`src/rtl/length_scheduler.sv`:
```
// length_scheduler: pops per-lane row lengths from four length_fetchers and
// issues one element request per handshake, round-robin across busy lanes.
//
// Ports:
//   clk, rst          single clock, synchronous active-high reset
//   run               1 = idle lanes may pop new row lengths
//   empty[3:0]        per-lane fetcher empty flags
//   lengths[31:0]     lane i head length at [8i+7:8i]
//   read[3:0]         per-lane pop strobe (combinational)
//   elem_valid/ready  element request handshake
//   elem_lane[1:0]    lane owning the current request
//   elem_last         current request is the row's final element
//   row_done[3:0]     registered one-cycle row-complete pulses
//   busy[3:0]         per-lane BUSY flag
//
// Optional feature (define LENGTH_SCHEDULER_STATS_EN):
//   rows_total[15:0]  saturating count of row_done pulses over all lanes
//   elems_total[15:0] wrapping count of element handshakes
module length_scheduler (
   input  logic        clk,
   input  logic        rst,
   input  logic        run,
   input  logic [3:0]  empty,
   input  logic [31:0] lengths,
   output logic [3:0]  read,
   output logic        elem_valid,
   input  logic        elem_ready,
   output logic [1:0]  elem_lane,
   output logic        elem_last,
   output logic [3:0]  row_done,
   output logic [3:0]  busy
`ifdef LENGTH_SCHEDULER_STATS_EN
   ,
   output logic [15:0] rows_total,
   output logic [15:0] elems_total
`endif
);

   localparam logic IDLE = 1'b0;
   localparam logic BUSY = 1'b1;

   logic [3:0] state_q, state_d;
   logic [7:0] rem_q [4];
   logic [7:0] rem_d [4];
   logic [1:0] last_grant_q, last_grant_d;
   logic       hold_q;
   logic [1:0] hold_lane_q;
   logic [3:0] row_done_q, row_done_d;
   logic [1:0] grant;
   logic [1:0] idx;
   logic       found;
   logic       hs;

   // Pops only from idle lanes, so a popped length is consumed exactly once.
   always_comb begin
      for (int i = 0; i < 4; i++) begin
         read[i] = !rst && run && !empty[i] && (state_q[i] == IDLE);
      end
   end

   assign elem_valid = !rst && (|state_q);
   assign hs         = elem_valid && elem_ready;

   // Round-robin search from last_grant+1. While a request is stalled the
   // grant is frozen, otherwise a lane going busy mid-stall could steal it.
   always_comb begin
      grant = last_grant_q;
      found = 1'b0;
      idx   = 2'd0;
      for (int k = 1; k <= 4; k++) begin
         idx = last_grant_q + 2'(k);
         if (!found && (state_q[idx] == BUSY)) begin
            grant = idx;
            found = 1'b1;
         end
      end
      if (hold_q) grant = hold_lane_q;
   end

   assign elem_lane = grant;
   assign elem_last = (rem_q[grant] == 8'd1);

   always_comb begin
      state_d      = state_q;
      rem_d        = rem_q;
      last_grant_d = last_grant_q;
      row_done_d   = 4'b0000;
      if (hs) begin
         rem_d[grant] = rem_q[grant] - 8'd1;
         last_grant_d = grant;
         if (elem_last) begin
            state_d[grant]    = IDLE;
            row_done_d[grant] = 1'b1;
         end
      end
      // read and handshake never target the same lane (IDLE vs BUSY).
      for (int i = 0; i < 4; i++) begin
         if (read[i]) begin
            rem_d[i] = lengths[8*i +: 8];
            if (lengths[8*i +: 8] == 8'd0) row_done_d[i] = 1'b1;
            else                           state_d[i]    = BUSY;
         end
      end
   end

   always_ff @(posedge clk) begin
      if (rst) begin
         state_q      <= {4{IDLE}};
         for (int i = 0; i < 4; i++) rem_q[i] <= 8'd0;
         last_grant_q <= 2'd3;
         hold_q       <= 1'b0;
         hold_lane_q  <= 2'd0;
         row_done_q   <= 4'b0000;
      end else begin
         state_q      <= state_d;
         rem_q        <= rem_d;
         last_grant_q <= last_grant_d;
         hold_q       <= elem_valid && !elem_ready;
         hold_lane_q  <= grant;
         row_done_q   <= row_done_d;
      end
   end

   assign row_done = row_done_q;
   assign busy     = state_q;

`ifdef LENGTH_SCHEDULER_STATS_EN
   logic [15:0] rows_q, elems_q;
   logic [15:0] done_cnt;

   always_comb begin
      done_cnt = 16'd0;
      for (int i = 0; i < 4; i++) done_cnt = done_cnt + 16'(row_done_q[i]);
   end

   always_ff @(posedge clk) begin
      if (rst) begin
         rows_q  <= 16'd0;
         elems_q <= 16'd0;
      end else begin
         if (rows_q > (16'hFFFF - done_cnt)) rows_q <= 16'hFFFF;
         else                                rows_q <= rows_q + done_cnt;
         elems_q <= elems_q + 16'(hs);
      end
   end

   assign rows_total  = rows_q;
   assign elems_total = elems_q;
`endif

endmodule

```
`config.mk`:
```
export PLATFORM = sky130hd
export DESIGN_NAME = length_scheduler
export DESIGN_NICKNAME = d
export VERILOG_FILES = /design/src/rtl/length_scheduler.sv
export SDC_FILE = /design/constraint.sdc
export NUM_CORES = 1
export LEC_CHECK = 0
export CORE_MARGIN = 3
export CORE_UTILIZATION = 23
export DETAILED_ROUTE_END_ITERATION = 12
export PLACE_DENSITY = 0.41
export SLEW_MARGIN = 20
export SYNTH_ARGS = -nofsm -noshare
export SYNTH_HDL_FRONTEND = slang
export SYNTH_SLANG_ARGS = --single-unit
```
`constraint.sdc`:
```
create_clock -name clk -period 3.25 [get_ports clk]
set_input_delay 0.65 -clock clk [delete_from_list [all_inputs] [get_ports clk]]
set_output_delay 0.65 -clock clk [all_outputs]
set_load 0.01 [all_outputs]
```
==> flow_summary.ini, run 1 <==
[grt]
grt_use_total = 0.152
antenna_found_initial = 0
grt_max_degree = 31
grt_pass1_wl_mm = 15.7
grt_pass1_vias = 2914
grt_overflow = 0

[final_layout]
area_growth_pct = 43.6
fillers = 1188
final_common_cell = clkdlybuf4s50_1
fin_nets = 484
mostFrequentLayoutCells = 54 x clkdlybuf4s50_1, 50 x nor2_1, 49 x buf_4
drive_gt1_frac = 0.212
stdcell_area_sq_mm = 0.00388
antenna_cells = 0

[job]
cap_viol_max_count = 0

[worst_setup_path]
crit_path_frequent_cell = inv_1
slowest_stage = dfxtp_4
worstSetupStartpointType = flip-flop
crit_type = reg -> out
critPathBufInv = 5
worstPathCellList = inv_1 > a311o_1 > o21a_2 > buf_4 > nand2_1 > nand3_1 > nand2_2 > ha_1 > inv_1 > a2111oi_4 > nand2_1 > inv_1 > buf_2
cp.arrival_ps = 2540
crit_family = compound AO/OA/AOI/OAI gates
cp_data_required_time_ps = 2600
end_kind = output pin
max_stage_delay_ps = 360
path_max_fanout = 5

[placement]
io_buffers = 55
place_area_sq_mm = 0.00364
routabilityCongestion = 0.807
place_ws_ps = -174
hpwl_mm = 7.71

[synthesis]
yosysTopAreaCell = dfxtp_1
syn_area_sq_mm = 0.00271
async_reset_ff_frac = 0
yosys_register_bits = 45
synth_edf_count = 0
synth_top_area_frac = 0.333
netlist_instances = 347
synth.distinct_cells = 55
syn_area_per_cell_sq_um = 7.80
seq_area_frac_synth = 0.333
syn_nets = 389
ys.warnings.count = 0
ys.flop_type = dfxtp_1
synth.area.top_cells = dfxtp_1 33%, nor2_1 6.9%, nand2_1 6.1%, o211ai_1 5.3%, a21oi_1 3.7%

[power]
vdd_drop_max_uv = 223
power.density_mw_per_mm2 = 486
leakage_nw = 1.43

[timing]
finalClockSkew_ps = 7.01
worst_pin_slew_ps = 514
rsz0062_at_grt = yes
finalCritPeriodShare = 0.980
setup_violations = 0
slew_headroom = 0.654
period_minus_slack_ps = 3190
max_freq_mhz = 314
slew_violations = 0
hold_viol = 0
layout_setup_ws_ps = 63.8

[die]
die_h_um = 114
coreArea_sq_mm = 0.0112
ios = 56
rows = 38
die-area_sq_mm = 0.0131
dieWidth_um = 114
start_util = 0.242

[clocking]
worst_skew_pair.late_latency_ps = 290
cts_buffers = 5
cts_tree = done
cts_hold_buf = 0
clock_path_buffers = 2
cts-root-buf = clkbuf_16
h-tree-depth = 2
cts.reportedPaths.clkPinSlew_ps = 60
cts_sinks = 45

[route]
routedWlPerCell_um = 16.6
wirelength_mm = 9.69
dr.pass1.iters = 4
drt_iter0_drc = 171
route.detailed.drc = 0
vias = 2871
ant_nets = 0
viasPerCell = 4.92

[outcome]
outcome = finished clean

[hold_path]
min_path_type = reg -> reg
## cells by family (layout without fill, tap and decap cells)
kind of cell             count (synthesis)  after routing  share of synthesized area
adder cells (fa/ha/maj)                  2              2                    0.00925
XOR/XNOR                                 2              2                    0.00648
multiplexers                             7              7                     0.0264
buffers and inverters                   35            131                     0.0786
AND/OR/NAND/NOR                        145            145                      0.257
flip-flops                              45             45                      0.333
AO/OA/AOI/OAI                          111            111                      0.290
## metal layers
metal,GRT usage,vias to the layer above,routed length [um]
met5,0,-,0
met4,0.0356,0,113
met3,0.0169,7,287
met2,0.265,52,4790
met1,0.201,1363,4500
li1,-,1449,-
## worst reg2reg max path, delay by kind of cell (launching register included)
| kind | cells | cell delay [ps] |
|---|---|---|
| buffers and inverters | 5 | 460 |
| adders and majority gates | 1 | 180 |
| DFF | 1 | 360 |
| AOI/OAI and AO/OA | 4 | 1090 |
| and+or+nand+nor | 2 | 600 |
| muxes | 2 | 310 |
## stage by stage
step,instances,TNS (ps),utilization,hold slack (ps),power (mW)
2_1_floorplan,347,0,-,507,1.04
3_3_place_gp,568,-120,0.326,527,1.35
3_5_place_dp,568,-174,0.326,538,1.35
4_1_cts,582,0,0.343,549,1.87
5_1_grt,583,-110,0.348,597,1.99
6_report,583,0,0.348,538,1.89
## flip-flops by register name (all words and copies together) (netlist names)
name / count
rem_q: 32
last_grant_q: 2
hold_lane_q: 2
row_done: 4
hold_q: 1
busy: 4
## power by group
group | switching, mW | internal (mW)
sequential | 0.0263 | 0.589
combinational | 0.412 | 0.363
clock | 0.215 | 0.283
total | 0.653 | 1.23
## Yosys cell counts (all sizes together) (2+ instances only)
master	number
o31ai	4
o211ai	21
buf	3
nand2	45
nor2	50
clkbuf	13
a21oi	21
a211oi	8
inv	18
mux2i	6
nor4	11
o311a	4
dfxtp	45
o21ai	30
ha	2
nor3	18
a22o	6
nand2b	4
a31oi	2
nand3	9
a32o	2
and2	3
a22oi	4
## path summary, 6_finish.rpt
check                                startpoint  depth (start not counted)         endpoint  slack (ps)
worst min-delay path            last_grant_q[0]                          2  last_grant_q[0]         540
worst max-delay path            last_grant_q[0]                         13        elem_last          60
worst min register to register  last_grant_q[0]                          2  last_grant_q[0]         540
worst max register to register  last_grant_q[0]                         14        rem_q[30]         140
## timing repair
action | 4_1_cts | 5_1_grt
buffers inserted | 6 | 1
endpoints found under the setup margin | 2 | 9
gates resized for setup | 11 | 10
endpoints found under the hold margin | 0 | 0
pin swaps | 6 | 7
## cell type report
| cell class | instances | area, sq um | area share |
|---|---|---|---|
| clock buffer | 6 | 129 | 0.0332 |
| clock inverter | 2 | 10.0 | 0.00258 |
| inverter | 18 | 67.6 | 0.0174 |
| multi-input combinational | 267 | 1670 | 0.429 |
| sequential | 45 | 910 | 0.234 |
| tap | 140 | 175 | 0.0451 |
| timing repair buffer | 105 | 925 | 0.238 |
No activity file was read; power rests on OpenSTA's default activity.
==> run 2: changes to the inputs <==
Settings changed: CAP_MARGIN set to 5, REMOVE_ABC_BUFFERS set to 1.
==> flow_summary.ini, run 2 (synthesis results as in run 1) <==
[outcome]
outcome = finished clean

[grt]
met3_usage = 0.0222
grt_use_total = 0.152
grt_max_degree = 30
busiest_layer = met2
antenna_found_initial = 0
grt_overflow = 0
grt_pass1_vias = 2840
grtUsageMet1 = 0.205
use_met2 = 0.252
grt_pass1_wl_mm = 15.4

[hold_path]
min_path_type = reg -> reg
hp-start = rem_q[5]

[worst_setup_path]
end_kind = output pin
max_stage_delay_ps = 430
worstSetupStartpointType = flip-flop
crit_type = reg -> out
cp.arrival_ps = 2450
crit_family = compound AO/OA/AOI/OAI gates
worstPathCellList = buf_6 > nand2b_4 > a21oi_2 > o41ai_4 > inv_2 > buf_6 > buf_6 > o311a_4 > a2111oi_4 > nand2_2 > inv_2 > buf_6
reg2reg_from = last_grant_q[1]
path_max_fanout = 4
cp_data_required_time_ps = 2600
critPathBufInv = 6
crit_path_frequent_cell = buf_6
critPathLaunch = last_grant_q[1]
slowest_stage = o41ai_4

[final_layout]
area_growth_pct = 43.2
drive_gt1_frac = 0.208
fin_nets = 479
postLayoutCoreUtil = 0.347
mostFrequentLayoutCells = 54 x clkdlybuf4s50_1, 50 x nor2_1, 41 x nand2_1
antenna_cells = 0
stdcell_area_sq_mm = 0.00387
post_layout_nonfiller_instances = 577
largest_reg_flops = 32
largest_register = rem_q
final_common_cell = clkdlybuf4s50_1

[timing]
worst_pin_slew_ps = 614
slew_violations = 0
hold_viol = 0
finalCritPeriodShare = 0.954
timing.hold.ws_ps = 549
slew_headroom = 0.587
max_freq_mhz = 323
finalSetupTns_ps = 0
rsz0062_at_grt = no
finalClockSkew_ps = 5.62
layout_setup_ws_ps = 150
period_minus_slack_ps = 3100
setup_violations = 0

[power]
fin_total_pwr_mw = 1.87
vdd_drop_max_uv = 209
leakage_nw = 1.41
power.density_mw_per_mm2 = 483

[clocking]
cts_buffers = 5
clock_path_buffers = 2
h-tree-depth = 2
worst_skew_pair.late_latency_ps = 290
cts-root-buf = clkbuf_16
cts_tree = done
cts.reportedPaths.clkPinSlew_ps = 60
cts_sinks = 45
cts_hold_buf = 0

[placement]
hpwl_mm = 7.61
placed_cells = 566
io_buffers = 55
place_ws_ps = -140
routabilityCongestion = 0.783
place_area_sq_mm = 0.00361

[route]
dr.pass1.iters = 4
viasPerCell = 4.91
route.detailed.drc = 0
drt_iter0_drc = 175
wirelength_mm = 9.69
routedWlPerCell_um = 16.8
ant_nets = 0
vias = 2834

[die]
rows = 38
dieWidth_um = 114
start_util = 0.242
coreArea_sq_mm = 0.0112
die_h_um = 114
ios = 56
die-area_sq_mm = 0.0131

[job]
cap_viol_max_count = 0
## run 2: path summary, 6_finish.rpt
check,end,slack [ps],depth (start not counted)
worst max-delay path,elem_last,150,12
worst min-delay path,rem_q[5],550,2
worst max register to register,rem_q[30],200,15
worst min register to register,rem_q[5],550,2
## run 2: cell type report
type | instances | area (sq um)
fillers | 1175 | 7300
multi-input cells | 267 | 1670
clock buffers | 7 | 143
repair buffers | 100 | 908
inverters | 18 | 67.6
flip-flops and latches | 45 | 907
well taps | 140 | 175
## run 2: what timing repair did
| action | CTS | global route |
|---|---|---|
| buffers inserted | 5 | 0 |
| pin swaps | 6 | 5 |
| setup endpoints to repair | 1 | 2 |
| gates resized for setup | 19 | 10 |
## run 2: worst min-delay path: cells and delay by family, from the launching register on
family,cells,cell delay [ps]
DFF,1,320
AOI/OAI and AO/OA,2,190
## run 2: power by group
group / internal [mW] / switching, mW / total [mW] / leakage, nW
logic: 0.341 / 0.407 / 0.748 / 0.972
clock network: 0.302 / 0.205 / 0.508 / 0.0700
registers: 0.590 / 0.0270 / 0.617 / 0.368
total: 1.23 / 0.640 / 1.87 / 1.41
## run 2: per-layer routing
metal  vias to the layer above  wire [um]
met5                         -          0
met4                         0        136
met1                      1323       4530
met2                        60       4590
met3                         9        432
li1                       1442          -
